$ cat src/rtl/nn_pixel_feeder_pkg.sv
// Shared types and helpers for the nn pixel feeder: FSM states, image constants, pixel conversion.
// Optional build macro NN_FEEDER_BINARIZE_EN switches the conversion to a 0 / 1.0 threshold.
package nn_pkg;

    typedef enum logic [2:0] {
        IDLE,
        CLEAR,
        STREAM,
        DRAIN,
        DONE
    } state_t;

    localparam int NN_PIXELS  = 784;
    localparam int NN_CLASSES = 10;

    // Returns a 64-bit word; the caller truncates it to its pixel width.
    function automatic logic [63:0] pix_to_fixed(input logic [7:0] px, input int frac);
        logic [63:0] w;
`ifdef NN_FEEDER_BINARIZE_EN
        w = px[7] ? (64'd1 << frac) : 64'd0;
`else
        w = {56'd0, px} << (frac - 8);
`endif
        return w;
    endfunction

endpackage

$ cat src/rtl/nn_pixel_feeder_if.sv
// Byte-stream input and nn pixel/prediction signals of the feeder.
// master = the feeder itself, slave = the source/nn environment.
interface nn_pixel_feeder_if #(
    parameter int BITS = 24
);
    logic            s_valid;
    logic [7:0]      s_data;
    logic            s_ready;
    logic            nn_rst;
    logic            nn_en;
    logic [BITS-1:0] nn_pixel;
    logic [BITS-1:0] nn_pred;

    modport master (
        input  s_valid, s_data, nn_pred,
        output s_ready, nn_rst, nn_en, nn_pixel
    );

    modport slave (
        output s_valid, s_data, nn_pred,
        input  s_ready, nn_rst, nn_en, nn_pixel
    );
endinterface

$ cat src/rtl/nn_pixel_feeder_fifo.sv
// Synchronous byte FIFO, DEPTH entries (power of two); head is presented combinationally.
// A push while full is taken only when a pop frees the slot in the same cycle.
module nn_fifo #(
    parameter int DEPTH = 4
) (
    input  logic       clk,
    input  logic       reset,
    input  logic       push,
    input  logic [7:0] din,
    input  logic       pop,
    output logic [7:0] dout,
    output logic       full,
    output logic       empty
);
    localparam int AW = $clog2(DEPTH);

    logic [7:0]  mem [DEPTH];
    logic [AW:0] wr_ptr;
    logic [AW:0] rd_ptr;
    logic        do_push;
    logic        do_pop;

    assign empty   = (wr_ptr == rd_ptr);
    assign full    = (wr_ptr[AW] != rd_ptr[AW]) && (wr_ptr[AW-1:0] == rd_ptr[AW-1:0]);
    assign do_pop  = pop && !empty;
    assign do_push = push && (!full || do_pop);
    assign dout    = mem[rd_ptr[AW-1:0]];

    // Storage is cleared so the head never shows X before the first push.
    always_ff @(posedge clk) begin
        if (reset) begin
            wr_ptr <= '0;
            rd_ptr <= '0;
            for (int i = 0; i < DEPTH; i++) mem[i] <= 8'd0;
        end else begin
            if (do_push) begin
                mem[wr_ptr[AW-1:0]] <= din;
                wr_ptr              <= wr_ptr + (AW+1)'(1);
            end
            if (do_pop) rd_ptr <= rd_ptr + (AW+1)'(1);
        end
    end

endmodule

$ cat src/rtl/nn_pixel_feeder.sv
// Feeds one WIDTH-pixel image to the nn, waits DRAIN cycles, then pulses the predicted digit.
// Build macro NN_FEEDER_BINARIZE_EN selects thresholded instead of linear pixel conversion.
import nn_pkg::*;

module nn_pixel_feeder #(
    parameter int BITS  = 24,
    parameter int FRAC  = 16,
    parameter int WIDTH = NN_PIXELS,
    parameter int DEPTH = 4,
    parameter int DRAIN = 2
) (
    input  logic                clk,
    input  logic                reset,
    input  logic                start,
    nn_pixel_feeder_if.master   bus,
    output logic [3:0]          result,
    output logic                result_valid,
    output logic                busy
);
    localparam int IW = $clog2(WIDTH + 1);
    localparam int OW = $clog2(WIDTH);
    localparam int DW = (DRAIN > 1) ? $clog2(DRAIN) : 1;

    state_t          state;
    state_t          state_nxt;
    logic [IW-1:0]   in_cnt;
    logic [OW-1:0]   out_cnt;
    logic [DW-1:0]   drn_cnt;
    logic [3:0]      result_q;
    logic            push;
    logic            pop;
    logic            fifo_full;
    logic            fifo_empty;
    logic [7:0]      head;
    logic            unused_pred;

    nn_fifo #(.DEPTH(DEPTH)) u_fifo (
        .clk   (clk),
        .reset (reset),
        .push  (push),
        .din   (bus.s_data),
        .pop   (pop),
        .dout  (head),
        .full  (fifo_full),
        .empty (fifo_empty)
    );

    // The DRAIN parameter shadows the state literal, hence the qualified name.
    always_comb begin
        state_nxt = state;
        case (state)
            IDLE:          if (start) state_nxt = CLEAR;
            CLEAR:         state_nxt = STREAM;
            STREAM:        if (pop && out_cnt == OW'(WIDTH - 1)) state_nxt = nn_pkg::DRAIN;
            nn_pkg::DRAIN: if (drn_cnt == DW'(DRAIN - 1)) state_nxt = DONE;
            DONE:          state_nxt = IDLE;
            default:       state_nxt = IDLE;
        endcase
    end

    always_comb begin
        bus.s_ready  = 1'b0;
        pop          = 1'b0;
        busy         = 1'b0;
        result_valid = 1'b0;
        if (!reset) begin
            bus.s_ready  = (state == CLEAR || state == STREAM) && !fifo_full &&
                           (in_cnt < IW'(WIDTH));
            pop          = (state == STREAM) && !fifo_empty;
            busy         = (state != IDLE);
            result_valid = (state == DONE);
        end
    end

    assign push         = bus.s_valid && bus.s_ready;
    assign bus.nn_en    = pop;
    assign bus.nn_rst   = reset || (state == CLEAR);
    assign bus.nn_pixel = BITS'(pix_to_fixed(head, FRAC));
    assign result       = result_valid ? bus.nn_pred[3:0] : result_q;
    assign unused_pred  = ^bus.nn_pred[BITS-1:4];

    always_ff @(posedge clk) begin
        if (reset) begin
            state    <= IDLE;
            in_cnt   <= '0;
            out_cnt  <= '0;
            drn_cnt  <= '0;
            result_q <= 4'd0;
        end else begin
            state <= state_nxt;
            if (state == IDLE) begin
                in_cnt  <= '0;
                out_cnt <= '0;
            end else begin
                if (push) in_cnt  <= in_cnt + IW'(1);
                if (pop)  out_cnt <= out_cnt + OW'(1);
            end
            drn_cnt <= (state == nn_pkg::DRAIN) ? drn_cnt + DW'(1) : '0;
            if (state == DONE) result_q <= bus.nn_pred[3:0];
        end
    end

endmodule

$ cat src/flat_wrapper.sv
// flat-port wrapper written by rule: the top's interface ports become plain ports
module nn_pixel_feeder_flat 
#(
    parameter int BITS  = 24,
    parameter int FRAC  = 16,
    parameter int WIDTH = NN_PIXELS,
    parameter int DEPTH = 4,
    parameter int DRAIN = 2
)
  (clk, reset, start, result, result_valid, busy, bus_s_valid, bus_s_data, bus_nn_pred, bus_s_ready, bus_nn_rst, bus_nn_en, bus_nn_pixel);
  nn_pixel_feeder_if #(.BITS(BITS)) bus_i ();
  input  logic clk;
  input  logic reset;
  input  logic start;
  output logic [3:0] result;
  output logic result_valid;
  output logic busy;
  input wire logic [$bits(bus_i.s_valid)-1:0] bus_s_valid;
  input wire logic [$bits(bus_i.s_data)-1:0] bus_s_data;
  input wire logic [$bits(bus_i.nn_pred)-1:0] bus_nn_pred;
  output wire logic [$bits(bus_i.s_ready)-1:0] bus_s_ready;
  output wire logic [$bits(bus_i.nn_rst)-1:0] bus_nn_rst;
  output wire logic [$bits(bus_i.nn_en)-1:0] bus_nn_en;
  output wire logic [$bits(bus_i.nn_pixel)-1:0] bus_nn_pixel;
  assign bus_i.s_valid = bus_s_valid;
  assign bus_i.s_data = bus_s_data;
  assign bus_i.nn_pred = bus_nn_pred;
  assign bus_s_ready = bus_i.s_ready;
  assign bus_nn_rst = bus_i.nn_rst;
  assign bus_nn_en = bus_i.nn_en;
  assign bus_nn_pixel = bus_i.nn_pixel;
  nn_pixel_feeder #(.BITS(BITS), .FRAC(FRAC), .WIDTH(WIDTH), .DEPTH(DEPTH), .DRAIN(DRAIN)) u_core (.clk(clk), .reset(reset), .start(start), .bus(bus_i), .result(result), .result_valid(result_valid), .busy(busy));
endmodule
$ cat config.mk
export PLATFORM = sky130hd
export DESIGN_NAME = nn_pixel_feeder_flat
export DESIGN_NICKNAME = d
export VERILOG_FILES = /design/src/rtl/nn_pixel_feeder_pkg.sv /design/src/rtl/nn_pixel_feeder_if.sv /design/src/rtl/nn_pixel_feeder_fifo.sv /design/src/rtl/nn_pixel_feeder.sv /design/src/flat_wrapper.sv
export SDC_FILE = /design/constraint.sdc
export NUM_CORES = 1
export LEC_CHECK = 0
export ABC_AREA = 1
export ABC_CLOCK_PERIOD_IN_PS = 3900
export CAP_MARGIN = 30
export CORE_UTILIZATION = 57
export CTS_BUF_LIST = sky130_fd_sc_hd__clkbuf_4
export DETAILED_ROUTE_END_ITERATION = 8
export GPL_TIMING_DRIVEN = 0
export PLACE_DENSITY = 0.85
export SKIP_LAST_GASP = 1
export SLEW_MARGIN = 0
export SYNTH_ARGS = -nofsm -noshare
export SYNTH_HDL_FRONTEND = slang
export SYNTH_SLANG_ARGS = --single-unit
$ cat constraint.sdc
create_clock -name clk -period 3.9 [get_ports clk]
set_clock_uncertainty 0.05 [all_clocks]
set_input_delay 0.39 -clock clk [delete_from_list [all_inputs] [get_ports clk]]
set_output_delay 0.39 -clock clk [all_outputs]
set_load 0.1 [all_outputs]
# Word-level counts from Yosys, hierarchy flattened
# Memories as Yosys holds them, arrays and structs flattened. A register that Yosys moved wholly into a read port is not among the register bits.
# Index checks and enable logic that the tools add are counted.
dict set report op_classes {
  n_eq_ne 11
  addsub 5
  order_cmp 1
  muxes 19
  mul 0
  bitwise 1
  div 0
  shifts 0
  reduce_logical 19
}
# op count
set op_table {}
lappend op_table {{adder 10 x 1 -> 10 bit (second input constant)} 2}
lappend op_table {{one-hot mux 3 bit (4 select lines)} 1}
lappend op_table {{== test 10 bit (second input constant)} 1}
lappend op_table {{less-than comparator 10 bit (second input constant)} 1}
lappend op_table {{2-to-1 mux 1 bit} 10}
lappend op_table {{2-to-1 mux 3 bit} 3}
lappend op_table {{logical AND 1 bit} 8}
lappend op_table {{2-to-1 mux 8 bit} 1}
lappend op_table {{OR reduction 8 bit} 1}
lappend op_table {{adder 3 x 1 -> 3 bit (second input constant)} 2}
lappend op_table {{== test 3 x 2 -> 1 bit (second input constant)} 2}
lappend op_table {{2-to-1 mux 2 bit} 3}
lappend op_table {{2-to-1 mux 4 bit} 1}
lappend op_table {{inequality test 2 x 1 -> 1 bit (second input constant)} 2}
lappend op_table {{OR reduction 2 bit} 2}
lappend op_table {{== test 3 x 1 -> 1 bit (second input constant)} 1}
lappend op_table {{== test 3 bit} 1}
lappend op_table {{== test 3 bit (second input constant)} 1}
lappend op_table {{zero test 3 bit} 1}
lappend op_table {{logical OR 1 bit} 3}
lappend op_table {{AND reduction 3 bit} 1}
lappend op_table {{nonzero test 3 bit} 1}
lappend op_table {{== test 2 bit} 1}
lappend op_table {{zero test 1 bit} 2}
lappend op_table {{4 further kinds} 4}
dict set report word_totals {
  ramBits 32
  romBits 0
  regBits 34
  elab_cells 64
  latch_bits 0
  n_memories 1
  output_inout_bits 33
}
# memory depth word_bits read_ports rd_clocked_by_memory_dff write_ports line
set memory_table {}
lappend memory_table {u_core.u_fifo.mem 4 8 1 1 4 nn_pixel_feeder_fifo.sv:17} ;# logic [7:0] mem [DEPTH];

# Logic depth before layout (Yosys ltp)
# Gate-level depths: netlist of run 1.
dict set report logic_depth {
  word_depth 13
  depth_mapped 10
  mapped_depth_nobuf 10
}

# Hierarchy
# Synthesis of run 1 repeated with hierarchy kept, for this count alone.
dict set report unflattened {
  hier_cells 431
  hier_area_um2 3564.7
}
# module n_inst area_each_um2 cells_each
set modules_own_cells {}
lappend modules_own_cells {nn_fifo 1 1920.6 185}
lappend modules_own_cells {nn_pixel_feeder 1 1644.1 246}

# Least setup slack after synthesis of run 1
# Ideal clock, no wire load.
dict set report synth_timing {
  path_type {input -> output}
  start {input port reset}
  end {output port result[0]}
  path_buffers 1
  slack_ns -0.947
  arrival_time_ns 4.407
  path_stages 3
  cell_sequence {clkbuf_1 -> nor4_2 -> o21ai_0}
}
dict set report synth_via {
  elab_chain_cells 2
}
# element line
set synth_rtl {}
lappend synth_rtl {{start, declared} flat_wrapper.sv:13} ;# input logic reset;
lappend synth_rtl {{2-to-1 mux 1 bit} nn_pixel_feeder.sv:66} ;# if (!reset) begin
lappend synth_rtl {{named net result_valid} flat_wrapper.sv:16} ;# output logic result_valid;
lappend synth_rtl {{2-to-1 mux 4 bit} nn_pixel_feeder.sv:79} ;# assign result = result_valid ? bus.nn_pred[3:0] : result_q;
lappend synth_rtl {{end, declared} flat_wrapper.sv:15} ;# output logic [3:0] result;
# The timed path passes the listed nets, and every way through them passes these cells.

# Worst setup path in the final report of run 1
dict set report layout_timing {
  start {input port reset}
  end {output port busy}
}
dict set report layout_via {
  elab_chain_cells 1
}
# element line
set layout_rtl {}
lappend layout_rtl {{2-to-1 mux 1 bit} nn_pixel_feeder.sv:66}
lappend layout_rtl {{end, declared} flat_wrapper.sv:17} ;# output logic busy;
# Every way passes these cells.

==> run summary, run 1 <==
Once placement completed, the tool counted placed cells totaling 536. The shortest clock period the worst path allows after layout is 3.36 ns. Summed over all failing endpoints, the final setup total negative slack is 0 ns.

The cell area after synthesis came out at 0.00336 mm². The number of global-route vias before repair came out at 2661. Data on the critical path is required at its endpoint by 3.46 ns. The post-synthesis async set-or-reset flop share came out at 0.

In the post-synthesis netlist, the biggest area contributors are edfxtp_1, dfxtp_1, nand2_1. The count of nets left with antenna violations once routing finished came out at 0. The distinct cell type count after synthesis came out at 27. The analysis attributes to cell leakage a power of 1.64 nW. The number of antenna violations at the first check in global routing is 0. Headroom to the max-slew limit came out at 0.351. The number of antenna diodes came out at 0. The floorplan step defined a core boundary enclosing 0.00557 mm².

TritonCTS built the clock tree. Of the available clock period, the critical path in the final layout requires 0.863. The ratio of total power to cell area came out at 515 mW/mm². The total iterations of the first detailed-routing run is 4.

The register clock-pin slew on the reported worst setup and hold paths is 0.10 ns. Entering global routing, the biggest net connects 13 pins. The type of the tightest min-delay check is in -> reg. The post-placement cell area is 0.00382 mm². The number of cells produced by synthesis came out at 418. The average wire length per cell after detail routing came out at 12.3 µm. The number of synthesized flops with an enable pin came out at 32. The number of DRC markers in iteration 0 came out at 166. After synthesis, the most frequently instantiated cells are nand2_1, nor2_1, inv_1, dfxtp_1, edfxtp_1.

The share of post-route cells with drive strength above 1 is 0.0958. The total via count after detailed routing is 2871. The top achievable clock speed is 297 MHz. The insertion delay of the later-clocked pin in the worst-skew pair came out at 0.42 ns. After clock tree synthesis, the setup repair step added 0 buffers.

The total setup violations reported at the end of the flow came out at 0. The top cell type by total area after synthesis is edfxtp_1. The global-route wire length before repair is 11.5 mm. The quantity of gates resized following cts is 0. The average size of a mapped cell is 8.03 µm².

The final weighted congestion in routability-driven placement came out at 0.823. The final hold violation count came out at 0. The most used flip-flop cell after synthesis is dfxtp_1. The chip width came out at 78.7 µm. The worst-case IR drop observed on VDD is 0.000351 V.

The floorplan die height came out at 78.7 µm. The routed via count divided by cell count came out at 5.20. The area share of the largest cell type after synthesis came out at 0.286. Across all hold checks on the routed design, the worst slack comes to 0.344 ns. The number of buffers added to fix hold violations after cts came out at 0.

At the pin with the least slew margin, the transition time is 0.970 ns. The most common cell in the synthesized netlist is nand2_1. The max-capacitance violation count came out at 0. The clock root buffer master is clkbuf_4. The class of the most critical setup path is in -> out. The clock sink count came out at 68.

The DRC violations left is 0. The post-detailed-placement half-perimeter wirelength came out at 4.79 mm. Data on the critical path arrives at its endpoint at 2.92 ns. The power after layout came out at 0.00205 W. The worst setup path is captured at an output port. No sink is reached through more buffers than the 2 on the longest clock path. Setup repair after global routing left no endpoint under its margin. The number of levels in the clock H-tree came out at 3. The remaining global-route overflow came out at 0. The area growth from synthesis to layout is 18.6%.

The part of the Yosys area used for sequential elements is 0.501. The final wirelength is 6.81 mm. The number of pins with negative max-slew slack in the final report came out at 0.

The net count reported at finish is 515. The total I/O pin count is 69. The die covers 0.00620 mm². The number of CTS-inserted buffers is 9. The number of inserted filler cells in the final layout is 442. After routing the design area is 0.00398 mm². The non-filler instance count after layout came out at 552. The global-route usage over all layers came out at 0.242. The effective utilization at floorplan came out at 0.602. The kind of start point of the critical path is a primary input. The placement row count came out at 27. The count of input and output buffers came out at 31. Counting flops and latches in the post-synthesis netlist gives 68. The synthesis warning total is 0. The flow ran to the end, and the final reports show no timing, DRC or antenna violations. Of all nets on the critical path, the largest fanout is 10.
-- flip-flops by register name, indices dropped and copies added, names as in the netlist, named ones only --
name and count:
u_core.u_fifo.mem 32, u_core.in_cnt 10, u_core.out_cnt 10, u_core.result_q 4, u_core.state 3, u_core.u_fifo.rd_ptr 3, u_core.u_fifo.wr_ptr 3, u_core.drn_cnt 1
-- critical path, cell delays in order --
cell             delay (ns)
clkdlybuf4s50_1        0.45
inv_1                  0.09
clkbuf_1               0.36
nand2_1                0.33
inv_1                  0.16
clkdlybuf4s50_1        1.14
-- cells by family (layout without fill, tap and decap cells) --
kind of cell               count (synthesis)  in the layout  synth area share
xor gates and xnor gates                  12             12            0.0313
other                                      1             16           0.00112
and+or+nand+nor                          200            200             0.251
adders and majority gates                  4              4            0.0149
AOI/OAI and AO/OA                         65             65             0.104
buffers and inverters                     68            115            0.0966
DFF                                       68             68             0.501
-- per-layer routing --
| layer | vias to the layer above | global-route usage | share of wire |
|---|---|---|---|
| li1 | 1454 | - | - |
| met1 | 1319 | 0.280 | 0.42 |
| met2 | 77 | 0.419 | 0.50 |
| met3 | 21 | 0.0529 | 0.052 |
| met4 | 0 | 0.124 | 0.025 |
| met5 | - | 0 | 0 |
-- stage by stage --
step | utilization | setup slack, ns
after floorplan | - | 0.194
after global placement | 0.686 | 0.535
after detailed placement | 0.686 | 0.528
after CTS | 0.714 | 0.503
after global routing | 0.714 | 0.337
final | 0.714 | 0.535
-- final timing paths --
check	startpoint	end	slack, ns	depth (start not counted)
worst min register to register	u_core.result_q[1]	u_core.result_q[1]	0.43	2
worst min-delay path	bus_s_valid	u_core.in_cnt[0]	0.34	3
worst max-delay path	reset	busy	0.54	6
worst max register to register	u_core.state[0]	u_core.u_fifo.mem[3][6]	1.46	9
-- placed cells by master, fill, tap and decap left out, types with 7 or more instances in the layout --
| master | n |
|---|---|
| o22ai_1 | 8 |
| conb_1 | 16 |
| dfxtp_1 | 36 |
| clkdlybuf4s50_1 | 31 |
| edfxtp_1 | 32 |
| nor2_1 | 75 |
| nand2_1 | 83 |
| xor2_1 | 9 |
| a21oi_1 | 24 |
| o21ai_0 | 28 |
| inv_1 | 40 |
| clkbuf_1 | 7 |
| buf_4 | 17 |
| clkbuf_4 | 9 |
| nand3_1 | 26 |
-- final cells by class --
type	count	area, µm²	area share
flip-flops and latches	68	1680	0.423
well taps	72	90.1	0.0226
clock inverters	7	91.3	0.0229
clock buffers	9	67.6	0.0170
repair buffers	31	310	0.0780
multi-input cells	297	1420	0.356
inverters	40	150	0.0377
plain buffers	28	174	0.0437
-- report_power, final --
part | internal, W | switching (W) | total (W)
combinational | 0.000155 | 0.000527 | 0.000683
clock | 0.000258 | 0.000257 | 0.000515
sequential | 0.000815 | 0.0000387 | 0.000853
total | 0.00123 | 0.000823 | 0.00205
Note: power is estimated with default switching activity, not from simulation.
==> inputs of run 2 (changes only) <==
--- a/config.mk
+++ b/config.mk
@@ -8,7 +8,7 @@
 export ABC_AREA = 1
 export ABC_CLOCK_PERIOD_IN_PS = 3900
 export CAP_MARGIN = 30
-export CORE_UTILIZATION = 57
+export CORE_UTILIZATION = 58
 export CTS_BUF_LIST = sky130_fd_sc_hd__clkbuf_4
 export DETAILED_ROUTE_END_ITERATION = 8
 export GPL_TIMING_DRIVEN = 0
@@ -17,4 +17,5 @@
 export SLEW_MARGIN = 0
 export SYNTH_ARGS = -nofsm -noshare
 export SYNTH_HDL_FRONTEND = slang
+export SYNTH_HIERARCHICAL = 1
 export SYNTH_SLANG_ARGS = --single-unit
==> run summary, run 2 <==
The overall die area is 0.00646 mm² (was 0.00620 mm²). The part of the Yosys area used for sequential elements is 0.472 (was 0.501). The number of antenna diodes was 0 (unchanged).

The number of pins with negative max-slew slack in the final report was 0 (unchanged). The net count reported at finish came to 529 (was 515). The data arrival time of the critical path came out at 2.98 ns (was 2.92 ns). The shortest clock period the worst path allows after layout came to 3.42 ns (was 3.36 ns).

The most common cell in the netlist is nand2_1 (unchanged). The final sum of negative setup slack is 0 ns (unchanged). Top flop regs: u_core/u_fifo/mem (32), u_core/in_cnt (10), u_core/out_cnt (10) (was u_core.u_fifo.mem (32), u_core.in_cnt (10), u_core.out_cnt (10)). The kind of start point of the critical path was a flip-flop (was primary input). The number of global-route vias before repair is 2757 (was 2661). The placement row count was 28 (was 27). The chip width came to 80.4 µm (was 78.7 µm). The max-capacitance violation count came out at 0 (unchanged). The class of the most critical setup path is reg -> out (was in -> out). The number of antenna violations at the first check in global routing came out at 0 (unchanged).

The total setup violations reported at the end of the flow is 0 (unchanged). The final wirelength was 7.10 mm (was 6.81 mm). The endpoint of the lowest-slack register-to-register path was u_core/u_fifo/mem[0][0] (was u_core.u_fifo.mem[3][6]). Ordered cell list for the critical path: inv_1 > nand2_1 > nand2_2 > and2_2 > inv_1 > nor2_1 > nor2_1 > nand2_1 > a21oi_1 > clkdlybuf4s50_1 (was clkdlybuf4s50_1 > inv_1 > clkbuf_1 > nand2_1 > inv_1 > clkdlybuf4s50_1).

The flip-flop count of the largest register after layout is 32 (unchanged). The number of DRC markers in iteration 0 came out at 195 (was 166). The commonest non-fill, non-tap cell in the layout is nand2_1 (unchanged).

The top cell type by total area after synthesis is edfxtp_1 (unchanged). The main combinational cell family by area after synthesis is simple AND/OR/NAND/NOR gates (unchanged). The number of levels in the clock H-tree is 3 (unchanged). The floorplan die height is 80.4 µm (was 78.7 µm). The ratio of total power to cell area is 457 mW/mm² (was 515 mW/mm²). The transition at the pin with the smallest max-transition slack is 0.979 ns (was 0.970 ns). The final hold violation count is 0 (unchanged).

The number of CTS-inserted buffers is 9 (unchanged). The share of cell area taken by muxes after synthesis came to 0 (unchanged). The insertion delay of the later-clocked pin in the worst-skew pair is 0.40 ns (was 0.42 ns).

The worst setup slack for register-to-register paths came out at 0.56 ns (was 1.46 ns). The area growth from synthesis to layout came to 17.2% (was 18.6%). The maximum buffer depth of the clock tree came to 2 (unchanged). The launch point of the worst hold path is u_core/in_cnt[9] (was bus_s_valid). The capturing element type of the critical path is an output port (unchanged).

RSZ-0062 raised after global routing: false (unchanged). Leading post-synthesis cells by cell area: edfxtp_1, dfxtp_1, nand2_1 (unchanged). The beginning of the critical path is u_core/u_fifo/wr_ptr[1] (was reset). The most used flip-flop cell after synthesis is dfxtp_1 (unchanged). The flip-flop and latch count after synthesis is 68 (unchanged). The total I/O pin count is 69 (unchanged). The placeable core area came to 0.00592 mm² (was 0.00557 mm²).

The required time of the critical path came to 3.46 ns (about the same). The clock tree from TritonCTS was built (unchanged). The register bank with the most flops is u_core/u_fifo/mem (was u_core.u_fifo.mem). The post-synthesis async set-or-reset flop share is 0 (unchanged).

The effective utilization at floorplan came out at 0.602 (about the same). The global-route usage over all layers came out at 0.242 (about the same). The distinct cell type count after synthesis came out at 38 (was 27). The cell at the slowest stage of the critical path is clkdlybuf4s50_1 (unchanged). The xor and xnor area share after synthesis is 0.0168 (was 0.0313). The worst ir drop on vdd is 0.000533 V (was 0.000351 V). The number of inserted filler cells in the final layout is 467 (was 442). The worst reg2reg path depth came out at 14 (was 9).

The total via count after detailed routing came out at 2936 (was 2871). The synthesis warning total came out at 6 (was 0). The share of post-route cells with drive strength above 1 is 0.128 (was 0.0958).

The clock root buffer master is clkbuf_4 (unchanged). Result of the run: finished, final reports clean (unchanged). The average wire length per cell after detail routing came to 12.5 µm (was 12.3 µm).

The power after layout is 0.00191 W (was 0.00205 W). The DRC violations left is 0 (unchanged). The complex-gate fraction of the synthesized area is 0.100 (was 0.104). The area occupied by registers came out at 0.00168 mm² (unchanged).

The worst hold path endpoint is u_core/in_cnt[9] (was u_core.in_cnt[0]). The global-route wire length before repair was 11.9 mm (was 11.5 mm). The final weighted congestion in routability-driven placement came out at 0.851 (was 0.823). The critical path's largest stage delay came out at 1.15 ns (was 1.14 ns). The routed via count divided by cell count is 5.16 (was 5.20). The number of synthesized flops with an enable pin is 32 (unchanged). The pin count of the biggest net entering global routing came out at 16 (was 13). Commonest cells after routing, fill and taps aside: nand2_1, inv_1, nor2_1 (was nand2_1, nor2_1, inv_1). The origin of the critical flop-to-flop path is u_core/u_fifo/wr_ptr[1] (was u_core.state[0]). The total iterations of the first detailed-routing run was 4 (unchanged).

The number of cells produced by synthesis came out at 431 (was 418). The post-detailed-placement half-perimeter wirelength came to 5.02 mm (was 4.79 mm). The standby leakage power came out at 1.71 nW (was 1.64 nW). The top achievable clock speed came to 292 MHz (was 297 MHz).

The post-synthesis share of cell area spent on full adders, half adders and majority gates is 0.0140 (was 0.0149). The average size of a mapped cell came out at 8.27 µm² (was 8.03 µm²). The type of the tightest min-delay check was reg -> reg (was in -> reg). The share of synthesized cell area in and, or, nand and nor gates came to 0.278 (was 0.251). The area of the multi-input gates came out at 0.00153 mm² (was 0.00142 mm²). The remaining global-route overflow came to 0 (unchanged). The area share of the largest cell type after synthesis came to 0.270 (was 0.286). The antenna violation net count after detailed routing came out at 0 (unchanged). The worst slew slack as a fraction of its limit is 0.345 (was 0.351). The final critical-path share of the clock period came out at 0.878 (was 0.863). The largest fanout on the critical path came to 3 (was 10).

The register clock-pin slew on the reported worst setup and hold paths is 0.11 ns (was 0.10 ns). The number of buffers added to fix hold violations after cts was 0 (unchanged). The cell depth of the worst hold path came to 2 (was 3).

The cell area after synthesis came out at 0.00356 mm² (was 0.00336 mm²). The clock sink count came out at 68 (unchanged). The count of input and output buffers came out at 32 (was 31). Top cells by instance count after synthesis: nand2_1, inv_1, nor2_1, dfxtp_1, edfxtp_1 (was nand2_1, nor2_1, inv_1, dfxtp_1, edfxtp_1).
-- run 2: layout make-up --
type,instances,share of cell area
Timing Repair Buffer,32,0.0773
Inverter,57,0.0512
Multi-Input combinational cell,293,0.365
Buffer,28,0.0500
Sequential cell,68,0.403
Clock buffer,10,0.0180
Tap cell,75,0.0225
Clock inverter,6,0.0135
-- run 2: cell families (layout without fill, tap and decap cells) --
kind of cell / count (synthesis) / in the layout
AND/OR/NAND/NOR: 201 / 201
other: 1 / 16
buffers and inverters: 85 / 133
XOR/XNOR: 6 / 6
flip-flops: 68 / 68
AO/OA/AOI/OAI: 66 / 66
adder cells (fa/ha/maj): 4 / 4
-- run 2: how the worst max path moves through the flow --
stage                                    to  slack, ns
floorplan                         result[0]       0.18
global placement                  result[1]       0.52
detailed placement                result[2]       0.50
CTS                               bus_nn_en       0.18
global route        u_core/u_fifo/mem[2][6]       0.30
finish                          bus_s_ready       0.48
-- run 2: per-layer routing --
| layer | track usage | vias up | wire, µm |
|---|---|---|---|
| li1 | - | 1507 | - |
| met1 | 0.286 | 1320 | 2880 |
| met2 | 0.416 | 94 | 3630 |
| met3 | 0.0523 | 15 | 447 |
| met4 | 0.116 | 0 | 146 |
| met5 | 0 | - | 0 |
-- run 2: metrics by stage --
stage / area (µm²) / std cells / utilization / hold slack (ns) / setup slack (ns)
6_report: 4180 / 569 / 0.706 / 0.406 / 0.475
5_1_grt: 4180 / 569 / 0.706 / 0.451 / 0.298
4_1_cts: 4180 / 569 / 0.705 / 0.409 / 0.177
3_5_place_dp: 4040 / 553 / 0.683 / 0.393 / 0.502
3_3_place_gp: 4040 / 553 / 0.683 / 0.387 / 0.518
2_1_floorplan: 3630 / 446 / - / 0.380 / 0.181
-- run 2: critical path, delay by kind of cell, from the launching register on --
kind	cells	cell delay, ns
compound gates	1	0.13
simple gates	6	0.76
buf+inv	3	1.32
flops	1	0.39
-- run 2: power by group --
group	switching (W)	leakage (nW)	internal, W
combinational	0.000475	1.02	0.000163
clock	0.000238	0.0736	0.000197
sequential	0.0000298	0.621	0.000804
total	0.000744	1.71	0.00116
-- run 2: what timing repair did --
item	CTS	global route
resized for setup	0	1
endpoints found under the hold margin	0	0
setup endpoints to repair	0	1
buffers inserted	0	0
==> inputs of run 3 (changes only) <==
--- a/config.mk
+++ b/config.mk
@@ -10,9 +10,11 @@
 export CAP_MARGIN = 30
 export CORE_UTILIZATION = 58
 export CTS_BUF_LIST = sky130_fd_sc_hd__clkbuf_4
+export CTS_CLUSTER_DIAMETER = 120
 export DETAILED_ROUTE_END_ITERATION = 8
 export GPL_TIMING_DRIVEN = 0
 export PLACE_DENSITY = 0.85
+export SETUP_SLACK_MARGIN = 0.15
 export SKIP_LAST_GASP = 1
 export SLEW_MARGIN = 0
 export SYNTH_ARGS = -nofsm -noshare
==> results of run 3 <==
The final DEF is identical to that of run 2; final timing and power are the same.
==> RTL change 1, RTL diff (settings of run 3) <==
Build with the macro `NN_FEEDER_BINARIZE_EN` defined.
--- a/src/rtl/nn_pixel_feeder_pkg.sv
+++ b/src/rtl/nn_pixel_feeder_pkg.sv
@@ -1,5 +1,7 @@
 // Shared types and helpers for the nn pixel feeder: FSM states, image constants, pixel conversion.
 // Optional build macro NN_FEEDER_BINARIZE_EN switches the conversion to a 0 / 1.0 threshold.
+`define NN_FEEDER_BINARIZE_EN
+
 package nn_pkg;
 
     typedef enum logic [2:0] {
Behaviour: not the same (Yosys sat finds a counterexample within 4 cycles, from zero or initial values and one cycle with reset high).
==> RTL change 1 against run 3 <==
  * Largest power group is now combinational logic
  * Sequential cell count down 28
  * Sequential power fell by 44%
  * Cell area is 30% lower
  * Setup slack worse by 0.046 ns
  * Sequential share of layout area fell by 12 points
  * Die area is 28% lower
  * Area after synthesis shrank 28%
  * Global-route usage shrank 1.8 points
  * Via count fell by 28%
  * Total power shrank 37%
  * Routed wire length decreased by 36%
  * Hold slack worse by 0.069 ns
==> RTL change 1: results (changes against run 3) <==
status:
  status: "finished clean"
route:
  wirelength_um: 4570  # -36%
  firstDrtPassIters: 4  # unchanged
  dr_total_vias: 2123  # -28%
  first_iter_violations: 141  # -28%
critical_path:
  critPathLaunch: "u_core/u_fifo/wr_ptr[1]$_SDFFE_PP0P_"
  crit_fanout: 9  # +6
  max_stage_delay_ns: 1.16
  cp-start-kind: "flip-flop"
  crit_arrival_ns: 3.03  # +0.05 ns
  path_delay_family: "buffers and inverters"
  crit_slowest_cell: "clkdlybuf4s50_1"
clocking:
  cts_setup_buffers: 0  # unchanged
  htreeDepth: 2  # -1
  cts_made_buffers: 5  # -4
  root_buffer: "clkbuf_4"
  clock_latency_ns: 0.36  # -0.04 ns
  cts_max_path_buffers: 2  # unchanged
  cts.clk_slew.worst_paths_ns: 0.12
place:
  hpwl_um: 3440  # -31%
  place_congestion: 0.812  # -4.5%
  io_buffers: 17  # -47%
global_routing:
  grt_max_degree: 13  # -3
  grt_util_all_layers_pct: 22.5  # -1.8 points
  grt_pass1_vias: 1858  # -33%
  antenna_found_initial: 0  # unchanged
  grt_pass1_wl_um: 7870  # -34%
final_layout:
  diodes: 0  # unchanged
  largestRegisters: "u_core/in_cnt: 10 flops, u_core/out_cnt: 10 flops"
  nFillCells: 354  # -24%
  nets: 431  # -19%
  final_layout_size_suffix_gt1_share_pct: 18.9  # +6.1 points
pwr:
  ir_drop_mv: 0.248  # -53%
  p_leak_nw: 1.28  # -25%
worst_hold_path:
  min_path_type: "input port to flip-flop"
  hp-start: "bus_s_valid"
synth:
  ys_warn_count: 6  # unchanged
timing:
  worstMarginPinSlew_ns: 0.967  # -0.0124 ns
RTL change 1: final cells by class:
cell class,count,share of cell area [%]
timing repair buffer,17,5.89
clock buffer,7,1.79
clock inverter,1,0.128
multi-input combinational,243,46.3
buffer,33,8.41
sequential,40,28.7
tap,50,2.13
inverter,51,6.62
RTL change 1: path summary, 6_finish.rpt:
kind | cells after the start | to | slack, ns
max reg2reg | 14 | u_core/u_fifo/mem[0][7]$_SDFFCE_PN0P_ | 1.17
min reg2reg | 2 | u_core/result_q[3]$_SDFFE_PP0N_ | 0.43
min | 3 | u_core/in_cnt[2]$_SDFFE_PN0P_ | 0.34
max | 10 | bus_s_ready | 0.43
RTL change 1: per-layer routing:
metal	GRT usage (%)	vias up	share of wire [%]
met3	6.00	7	4.3
li1	-	1141	-
met5	0	-	0
met4	9.38	0	1.2
met2	37.7	40	47
met1	26.7	935	47
RTL change 1: per-stage QoR:
step | hold slack (ns) | area (sq um) | setup slack [ns] | std cells
6_report | 0.337 | 2930 | 0.430 | 442
5_1_grt | 0.337 | 2930 | 0.232 | 442
4_1_cts | 0.326 | 2930 | 0.210 | 442
3_5_place_dp | 0.406 | 2870 | 0.573 | 434
3_3_place_gp | 0.396 | 2870 | 0.564 | 434
2_1_floorplan | 0.390 | 2640 | 0.265 | 367
RTL change 1: worst reg2reg max path, cell delays in order (launching register included):
cell and delay, ns:
dfxtp_1 0.40, inv_1 0.11, nand2_1 0.08, nand2_2 0.07, and2_2 0.22, nand2_4 0.09, inv_1 0.04, nor2_1 0.16
nand3_4 0.17, inv_1 0.34, inv_1 0.14, nand4_4 0.17, nand4_4 0.11, buf_8 0.14, o21ai_1 0.15
RTL change 1: repair_timing:
action	in CTS	in global routing
resized for setup	0	1
endpoints found under the setup margin	0	1
hold buffers	0	0
RTL change 1: report_power, final:
part	internal [W]	leakage, nW	switching (W)
Combinational	0.000132	0.913	0.000378
Sequential	0.000437	0.332	0.0000340
Clock	0.0000833	0.0338	0.000135
Total	0.000652	1.28	0.000547
==> RTL change 2, RTL diff (flow settings as in run 3) <==
Without the edit above. Make the reset (`reset`) asynchronous in 2 clocked blocks.
--- a/src/rtl/nn_pixel_feeder_fifo.sv
+++ b/src/rtl/nn_pixel_feeder_fifo.sv
@@ -27,7 +27,7 @@
     assign dout    = mem[rd_ptr[AW-1:0]];
 
     // Storage is cleared so the head never shows X before the first push.
-    always_ff @(posedge clk) begin
+    always_ff @(posedge clk or posedge reset) begin
         if (reset) begin
             wr_ptr <= '0;
             rd_ptr <= '0;
--- a/src/rtl/nn_pixel_feeder.sv
+++ b/src/rtl/nn_pixel_feeder.sv
@@ -79,7 +79,7 @@
     assign result       = result_valid ? bus.nn_pred[3:0] : result_q;
     assign unused_pred  = ^bus.nn_pred[BITS-1:4];
 
-    always_ff @(posedge clk) begin
+    always_ff @(posedge clk or posedge reset) begin
         if (reset) begin
             state    <= IDLE;
             in_cnt   <= '0;
Function: differs if reset is asserted again (counterexample within 4 cycles, from zero or initial values and one cycle with reset high); with reset held inactive, the same outputs for 10 cycles.
==> RTL change 2 against run 3 <==
  * The flow now finishes with violations (design-rule violations)
  * Setup slack got worse by 0.0092 ns
  * Via count increased by 19%
  * Critical endpoint is now result[1]
  * Cell area increased by 8.5%
  * Sequential cell count decreased by 2
  * Routed wire length increased by 23%
  * Highest routed layer unchanged
  * Die area increased by 9.1%
  * Area after synthesis increased by 9.4%
Power is not compared: it rests on default switching activity, and its combinational part moved more than twofold at a synthesized area within 25%.
==> RTL change 2: results (changes against run 3) <==
final_layout:
  nets: 590  # +12%
  nFillCells: 522  # +12%
  final_util_pct: 70.6  # about the same
  stdcell_count: 629  # +11%
  final_layout_size_suffix_gt1_share_pct: 15.2  # +2.5 points
  diodes: 0  # unchanged
route:
  route.met3.wl_um: 472  # +5.6%
  route.met2.wl_um: 4300  # +18%
  met1_length_um: 3780  # +31%
  highest_layer: "met4"
  post_drt_wl_per_cell_um: 13.9  # +11%
  dr_total_vias: 3485  # +19%
  first_iter_violations: 262  # +34%
  drc: 2  # +2
  drtAntennaViolNets: 0  # unchanged
  firstDrtPassIters: 7  # +3
timing:
  worstMarginPinSlew_ns: 0.980  # +0.000555 ns
  setup_viol: 0  # unchanged
pwr:
  p_leak_nw: 2.36
  powerClk_w: 0.000448
  ir_drop_mv: 0.574
  p_seq_share_pct: 27.2
  p_int_w: 0.00177
clocking:
  root_buffer: "clkbuf_4"
  htreeDepth: 3  # unchanged
  cts_setup_buffers: 0  # unchanged
  cts_max_path_buffers: 2  # unchanged
  cts_made_buffers: 9  # unchanged
  cts_resized: 0  # unchanged
  cts.clk_slew.worst_paths_ns: 0.10
synth:
  synth.area.top_cells: "dfrtp_1, nand2_1, nand4_1"
  synth_commonest_cells: "nand2_1, dfrtp_1, nor2_1"
  syn_area_per_cell_sq_um: 7.99  # -3.4%
  ys.flop_type: "dfrtp_1"
  synth_edf_count: 0  # -100%
  async_flop_share_pct: 100  # +100 points
  yosysSeqAreaShare_pct: 42.4  # -4.8 points
  netlist-cell-type-count: 37  # -2.6%
status:
  status: "complete, but fails checks"
  failed_checks: "design-rule violations"
critical_path:
  crit_arrival_ns: 2.99  # about the same
  crit_fanout: 25  # +22
global_routing:
  grt_util_all_layers_pct: 27.1  # +2.8 points
  grt_max_degree: 39  # +23
  grt_pass1_vias: 3288  # +19%
  grt_pass1_wl_um: 15200  # +28%
place:
  hpwl_um: 6170  # +23%
  place_congestion: 0.853  # +0.18%
  pre_cts_slack_ns: 0.423  # -0.0790 ns
  io_buffers: 32  # unchanged
  placed_cells: 613  # +11%
  place_area_sq_um: 4400  # +8.8%
worst_hold_path:
  min_path_type: "input port to asynchronous set/reset pin"
die:
  initial_core_util_pct: 60.7  # +0.50 points
==> RTL change 2: cell type report <==
class,count,area share [%]
Timing Repair Buffer,33,7.73
Tap cell,77,2.12
Sequential cell,66,36.4
Inverter,42,3.48
Multi-Input combinational cell,360,41.2
Clock inverter,6,1.27
Clock buffer,10,1.66
Buffer,35,6.13
==> RTL change 2: cell families after synthesis <==
group / count (synthesis) / share of synthesized area (%)
simple gates: 286 / 36.0
buf+inv: 77 / 11.2
other cells: 1 / 0.0962
fa+ha+maj: 7 / 2.25
compound gates: 44 / 6.03
flops: 66 / 42.4
xor+xnor: 7 / 2.05
==> RTL change 2: final timing paths <==
check                                               startpoint                                 to  slack, ns  cells after the start
min                                                      reset       u_core/in_cnt[4]$_DFFE_PP0P_       0.33                      2
max reg2reg                u_core/u_fifo/rd_ptr[1]$_DFFE_PP0P_  u_core/u_fifo/mem[29]$_DFFE_PP0P_       1.27                     13
min reg2reg                  u_core/u_fifo/mem[23]$_DFFE_PP0P_  u_core/u_fifo/mem[23]$_DFFE_PP0P_       0.43                      2
max in group asynchronous                                reset  u_core/u_fifo/mem[21]$_DFFE_PP0P_       2.78                      2
max                                                      reset                          result[1]       0.47                      6
min in group clk             u_core/u_fifo/mem[23]$_DFFE_PP0P_  u_core/u_fifo/mem[23]$_DFFE_PP0P_       0.43                      2
==> RTL change 2: worst max-delay path, cell delays in order <==
cell and delay, ns:
clkdlybuf4s50_1 0.50, inv_1 0.31, buf_16 0.22, nand2_1 0.18, o21ai_0 0.21, clkdlybuf4s50_1 1.17
==> RTL change 2: metal layers <==
metal,GRT usage [%],up-vias
met1,35.5,1650
met4,11.9,0
met2,44.9,125
met3,3.66,17
li1,-,1693
met5,0,-
